## config.mk

```make
export PLATFORM = sky130hd
export DESIGN_NAME = div_unit
export DESIGN_NICKNAME = d
export VERILOG_FILES = /design/src/rtl/div_unit.sv
export SDC_FILE = /design/constraint.sdc
export NUM_CORES = 1
export LEC_CHECK = 0
export ABC_AREA = 1
export ABC_CLOCK_PERIOD_IN_PS = 6250
export CORE_MARGIN = 5
export CORE_UTILIZATION = 49
export DETAILED_ROUTE_END_ITERATION = 7
export PLACE_DENSITY = 0.69
export SYNTH_ARGS = -nofsm -noshare
export SYNTH_HDL_FRONTEND = slang
export SYNTH_SLANG_ARGS = --single-unit
export TNS_END_PERCENT = 10
```

## constraint.sdc

```tcl
create_clock -name clk -period 6.25 [get_ports clk]
set_input_delay 0.9375 -clock clk [delete_from_list [all_inputs] [get_ports clk]]
set_output_delay 0.9375 -clock clk [all_outputs]
set_load 0.01 [all_outputs]
```

## src/rtl/div_unit.sv

```systemverilog
// Iterative radix-2 restoring divider for RV32M DIV/DIVU/REM/REMU.
// Stalls the pipe while busy and pulses done with a registered result.
module div_unit #(
    parameter int WIDTH = 32
) (
    input  logic             clk,
    input  logic             reset,
    input  logic             start,
    input  logic             kill,
    input  logic [3:0]       alu_control,
    input  logic [WIDTH-1:0] a,
    input  logic [WIDTH-1:0] b,
    output logic             busy,
    output logic             done,
    output logic [WIDTH-1:0] result
);

    localparam int CW = (WIDTH > 1) ? $clog2(WIDTH) : 1;

    localparam logic [1:0] S_IDLE = 2'd0;
    localparam logic [1:0] S_CALC = 2'd1;
    localparam logic [1:0] S_DONE = 2'd2;

    localparam logic [3:0] OP_DIV  = 4'b1011;
    localparam logic [3:0] OP_DIVU = 4'b1100;
    localparam logic [3:0] OP_REM  = 4'b1101;
    localparam logic [3:0] OP_REMU = 4'b1110;

    localparam logic [CW-1:0]    CNT_INIT = CW'(WIDTH - 1);
    localparam logic [WIDTH-1:0] MIN_NEG  = {1'b1, {(WIDTH-1){1'b0}}};

    logic [1:0]       state_q,  state_d;
    logic [WIDTH-1:0] rem_q,    rem_d;
    logic [WIDTH-1:0] quo_q,    quo_d;
    logic [WIDTH-1:0] dvs_q,    dvs_d;
    logic [CW-1:0]    cnt_q,    cnt_d;
    logic             quot_q,   quot_d;
    logic             qneg_q,   qneg_d;
    logic             rneg_q,   rneg_d;
    logic [WIDTH-1:0] result_q, result_d;

    logic             op_ok;
    logic             is_signed;
    logic             is_quot;
    logic             a_neg;
    logic             b_neg;
    logic [WIDTH-1:0] a_mag;
    logic [WIDTH-1:0] b_mag;
    logic             special;
    logic [WIDTH-1:0] special_res;
    logic             accept;
    logic [WIDTH:0]   rem_ext;
    logic [WIDTH:0]   trial;
    logic             ge;
    logic [WIDTH-1:0] rem_n;
    logic [WIDTH-1:0] quo_n;
    logic [WIDTH-1:0] fin_res;

    always_comb begin
        op_ok     = (alu_control == OP_DIV)  || (alu_control == OP_DIVU) ||
                    (alu_control == OP_REM)  || (alu_control == OP_REMU);
        is_signed = (alu_control == OP_DIV)  || (alu_control == OP_REM);
        is_quot   = (alu_control == OP_DIV)  || (alu_control == OP_DIVU);
        a_neg     = is_signed & a[WIDTH-1];
        b_neg     = is_signed & b[WIDTH-1];
        a_mag     = a_neg ? -a : a;
        b_mag     = b_neg ? -b : b;

        special     = 1'b0;
        special_res = '0;
        if (b == '0) begin
            special     = 1'b1;
            special_res = is_quot ? '1 : a;
        end else if (is_signed && (a == MIN_NEG) && (b == '1)) begin
            special     = 1'b1;
            special_res = is_quot ? MIN_NEG : '0;
        end

        accept = start & ~kill & (state_q != S_CALC) & op_ok;

        // Shifted partial remainder needs one extra bit when divisor > 2^(W-1).
        rem_ext = {rem_q, quo_q[WIDTH-1]};
        trial   = rem_ext - {1'b0, dvs_q};
        ge      = ~trial[WIDTH];
        rem_n   = ge ? trial[WIDTH-1:0] : rem_ext[WIDTH-1:0];
        quo_n   = {quo_q[WIDTH-2:0], ge};
        fin_res = quot_q ? (qneg_q ? -quo_n : quo_n)
                         : (rneg_q ? -rem_n : rem_n);
    end

    always_comb begin
        state_d  = state_q;
        rem_d    = rem_q;
        quo_d    = quo_q;
        dvs_d    = dvs_q;
        cnt_d    = cnt_q;
        quot_d   = quot_q;
        qneg_d   = qneg_q;
        rneg_d   = rneg_q;
        result_d = result_q;

        if (kill) begin
            state_d = S_IDLE;
        end else if (state_q == S_CALC) begin
            rem_d = rem_n;
            quo_d = quo_n;
            cnt_d = cnt_q - 1'b1;
            if (cnt_q == '0) begin
                result_d = fin_res;
                state_d  = S_DONE;
            end
        end else if (accept) begin
            rem_d  = '0;
            quo_d  = a_mag;
            dvs_d  = b_mag;
            cnt_d  = CNT_INIT;
            quot_d = is_quot;
            qneg_d = a_neg ^ b_neg;
            rneg_d = a_neg;
            if (special) begin
                result_d = special_res;
                state_d  = S_DONE;
            end else begin
                state_d  = S_CALC;
            end
        end else begin
            state_d = S_IDLE;
        end
    end

    always_ff @(posedge clk or posedge reset) begin
        if (reset) begin
            state_q  <= S_IDLE;
            rem_q    <= '0;
            quo_q    <= '0;
            dvs_q    <= '0;
            cnt_q    <= '0;
            quot_q   <= 1'b0;
            qneg_q   <= 1'b0;
            rneg_q   <= 1'b0;
            result_q <= '0;
        end else begin
            state_q  <= state_d;
            rem_q    <= rem_d;
            quo_q    <= quo_d;
            dvs_q    <= dvs_d;
            cnt_q    <= cnt_d;
            quot_q   <= quot_d;
            qneg_q   <= qneg_d;
            rneg_q   <= rneg_d;
            result_q <= result_d;
        end
    end

    assign busy   = (state_q == S_CALC);
    assign done   = (state_q == S_DONE);
    assign result = result_q;

endmodule

```

==> impl_metrics.py <==
metrics = {
    "outcome": {
        "run_status": "completed",
    },
    "placement": {
        "dp_cells": 2598,
        "port_buffers": 105,
        "dp_hpwl_um": 35400,
        "finalWeightedCongestion": 0.955,
        "dpl_cell_area_sq_mm": 0.0145,
    },
    "timing": {
        "slew_headroom_pct": 23.5,
        "unrepaired_setup_endpoints_after_global_routing": "no",
        "hold_viol_final": 0,
        "totalNegativeSetupSlack_ps": 0,
        "setup_violations": 0,
        "highest_clock_rate_mhz": 208,
        "final_critical_path_time_including_i_o_delays_and_setup_ps": 4820,
        "finalMaxSlewViolations": 0,
        "worst_clock_skew_ps": 18.2,
        "timing_worst_slew_pin_value_ps": 1140,
        "timing.final.crit_share_pct": 77.1,
    },
    "clock_network": {
        "htree_num_levels": 4,
        "tritoncts_num_sinks": 138,
        "clkLatencyLatePin_ps": 440,
        "cts_hold_repair.buffers": 0,
        "clockBufferDepth": 2,
        "postCtsResizedCells": 0,
        "clock_tree_from_tritoncts": "done",
        "clk_pin_slew_ps": 70,
        "number_of_buffers_created_by_cts": 17,
        "postCtsSetupBuffers": 0,
        "cts_root_buf": "clkbuf_16",
    },
    "routing": {
        "postRouteWirelength_um": 45900,
        "routed-via-count": 14700,
        "dr.pass1.iters": 6,
        "vias_per_cell": 5.58,
        "wl_per_cell_um": 17.5,
        "drt_iter0_drc": 1516,
        "drt.antenna.violating_nets": 0,
        "drc": 0,
    },
    "yosys": {
        "mean_instance_size_in_the_synthesized_netlist_sq_um": 6.02,
        "asyncSetResetFlopFracSynth_pct": 100,
        "seq_area_frac_synth_pct": 25.9,
        "dominant_combinational_cell_family_by_area_after_synthesis": "simple AND/OR/NAND/NOR gates",
        "synthAdderAreaFrac_pct": 3.81,
        "ys_warn_count": 0,
        "muxShareOfSynthArea_pct": 0,
        "netlist_instances": 2215,
        "synth-edff-count": 0,
        "netlist_area_before_placement_sq_mm": 0.0133,
        "synth_simple_gate_area_share_pct": 39.8,
        "yosys.area_share.xor_xnor_pct": 3.94,
        "synth_fp_nets": 2327,
        "synth_compound_gate_area_share_pct": 14.6,
        "ys.flop_type": "dfrtp_1",
        "post_synth_num_cell_types": 50,
        "synth.ff_latch_count": 138,
    },
    "critical_path": {
        "slowest_stage": "fa_1",
        "setup.worst_path.class": "reg -> reg",
        "timing.critical_path.to": "result[30]",
        "worstSetupStartpoint": "quo_q[31]",
        "crit_path_start_kind": "flop",
        "timing.critical_path.arrival_ps": 5150,
        "worstRegToRegCells": 28,
        "crit_path_frequent_cell": "nand2_1",
        "reg2reg_from": "quo_q[31]",
        "cp_data_required_time_ps": 6580,
        "worst_setup_path_end_kind": "flop",
        "critical_path.max_stage_delay_ps": 430,
        "critical_path_peak_fanout": 32,
        "critical_path.reg2reg.endpoint": "result[30]",
        "r2r_setup_slack_ps": 1430,
    },
    "die": {
        "die_height_um": 175,
        "placeable_core_area_sq_mm": 0.0269,
        "floorplan.die_area_sq_mm": 0.0306,
        "floorplan.rows": 60,
        "ioPinCount": 106,
        "die_width_um": 175,
        "start_util_pct": 49.6,
    },
    "global_routing": {
        "grt_max_degree": 68,
        "grt_first_pass_wirelength_um": 72400,
        "grt_pass1_vias": 13200,
        "grt_remaining_overflow": 0,
        "grt_use_total_pct": 29.4,
        "grt_antenna_before_repair": 0,
    },
    "min_path": {
        "min-delay-path-class": "reg -> reg",
    },
    "layout": {
        "area_growth_pct": 13.4,
        "stdcell_count": 2630,
        "post_route_cells_drive_above_1_share_pct": 5.77,
        "core_occupancy_in_the_finished_layout_pct": 56.2,
        "number_of_fill_cells": 2774,
        "diodes": 0,
        "non_filler_cell_area_final_sq_mm": 0.0151,
        "finish.net_count": 2388,
    },
    "power_and_ir_drop": {
        "p_leak_nw": 7.65,
        "vdd.ir_drop.worst_mv": 0.318,
        "cellPowerDensity_mw_per_mm2": 538,
        "total_power_w": 0.00814,
    },
    "run": {
        "drv_cap": 0,
    },
}
cell usage after synthesis (9+ instances only):
cell	number	share of area, %
nor2_2	12	0.56
dfrtp_1	138	26
nor3_1	32	1.2
inv_1	310	8.7
nor4_1	11	0.52
o21ai_1	10	0.38
nand4_1	28	1.3
xor2_1	42	2.8
a31oi_1	9	0.42
nand3_1	174	6.5
nand3b_1	10	0.56
ha_1	39	3.7
o22ai_1	30	1.4
clkbuf_1	51	1.4
xnor2_1	18	1.2
nand2_2	39	1.8
nand2_1	691	19
a21oi_1	118	4.4
nor2_1	193	5.4
o21ai_0	181	6.8
worst min-delay path by stage:
stage,startpoint,to,slack [ps],depth (start not counted)
2_1_floorplan,dvs_q[10],dvs_q[10],450,2
3_3_place_gp,result[12],result[12],460,2
3_5_place_dp,result[12],result[12],460,2
4_1_cts,result[12],result[12],480,2
5_1_grt,result[12],result[12],490,2
6_report,result[25],result[25],480,2
metrics by stage:
step           hold WS, ps  setup slack (ps)
6_report               479              1430
4_1_cts                485              1530
5_1_grt                494               917
2_1_floorplan          453              1620
3_3_place_gp           462              1630
3_5_place_dp           464              1570
critical path, delay by kind of cell (launching register included):
family | cells | cell delay, ps
AND/OR/NAND/NOR | 18 | 2600
buffers and inverters | 4 | 350
AO/OA/AOI/OAI | 3 | 600
adder cells (fa/ha/maj) | 3 | 800
flip-flops | 1 | 360
registers in the layout, summed over array words and instances, names as in the netlist:
signal,count
quo_q,32
rem_q,32
quot_q,1
result,32
state_q,2
dvs_q,32
qneg_q,1
rneg_q,1
cnt_q,5
routing by layer:
layer	GRT usage, %	wire, um	vias up
li1	-	-	7218
met1	44.0	21300	6721
met2	44.5	19900	658
met3	3.63	3510	69
met4	8.51	1200	0
met5	0	0	-
cell families after synthesis:
kind of cell	Yosys count
adders and majority gates	40
buffers and inverters	391
DFF	138
AOI/OAI and AO/OA	367
and+or+nand+nor	1219
xor gates and xnor gates	60
cell type report:
cell class	instances	area [sq um]	share of cell area, %
Clock buffer	18	439	2.91
Clock inverter	14	144	0.952
Inverter	314	1180	7.83
Multi-Input combinational cell	1686	8310	55.0
Sequential cell	138	3450	22.9
Tap cell	341	427	2.82
Timing Repair Buffer	119	1160	7.65
power breakdown:
group | internal, W | switching [W]
Combinational | 0.00172 | 0.00398
Sequential | 0.00115 | 0.000244
Clock | 0.000543 | 0.000488
Total | 0.00342 | 0.00472
layout by cell type (no fill, tap or decap), types with 14 or more instances in the layout:
master	n
nand2_1	689
a21oi_1	117
xnor2_1	18
nor3_1	31
nand4_1	28
nand2_2	41
clkbuf_16	17
ha_1	39
nand3_1	174
nor2_1	192
dfrtp_1	138
clkdlybuf4s50_1	105
buf_4	14
o22ai_1	30
o21ai_0	181
xor2_1	42
inv_1	307
Power figures use the tool's default switching activity.
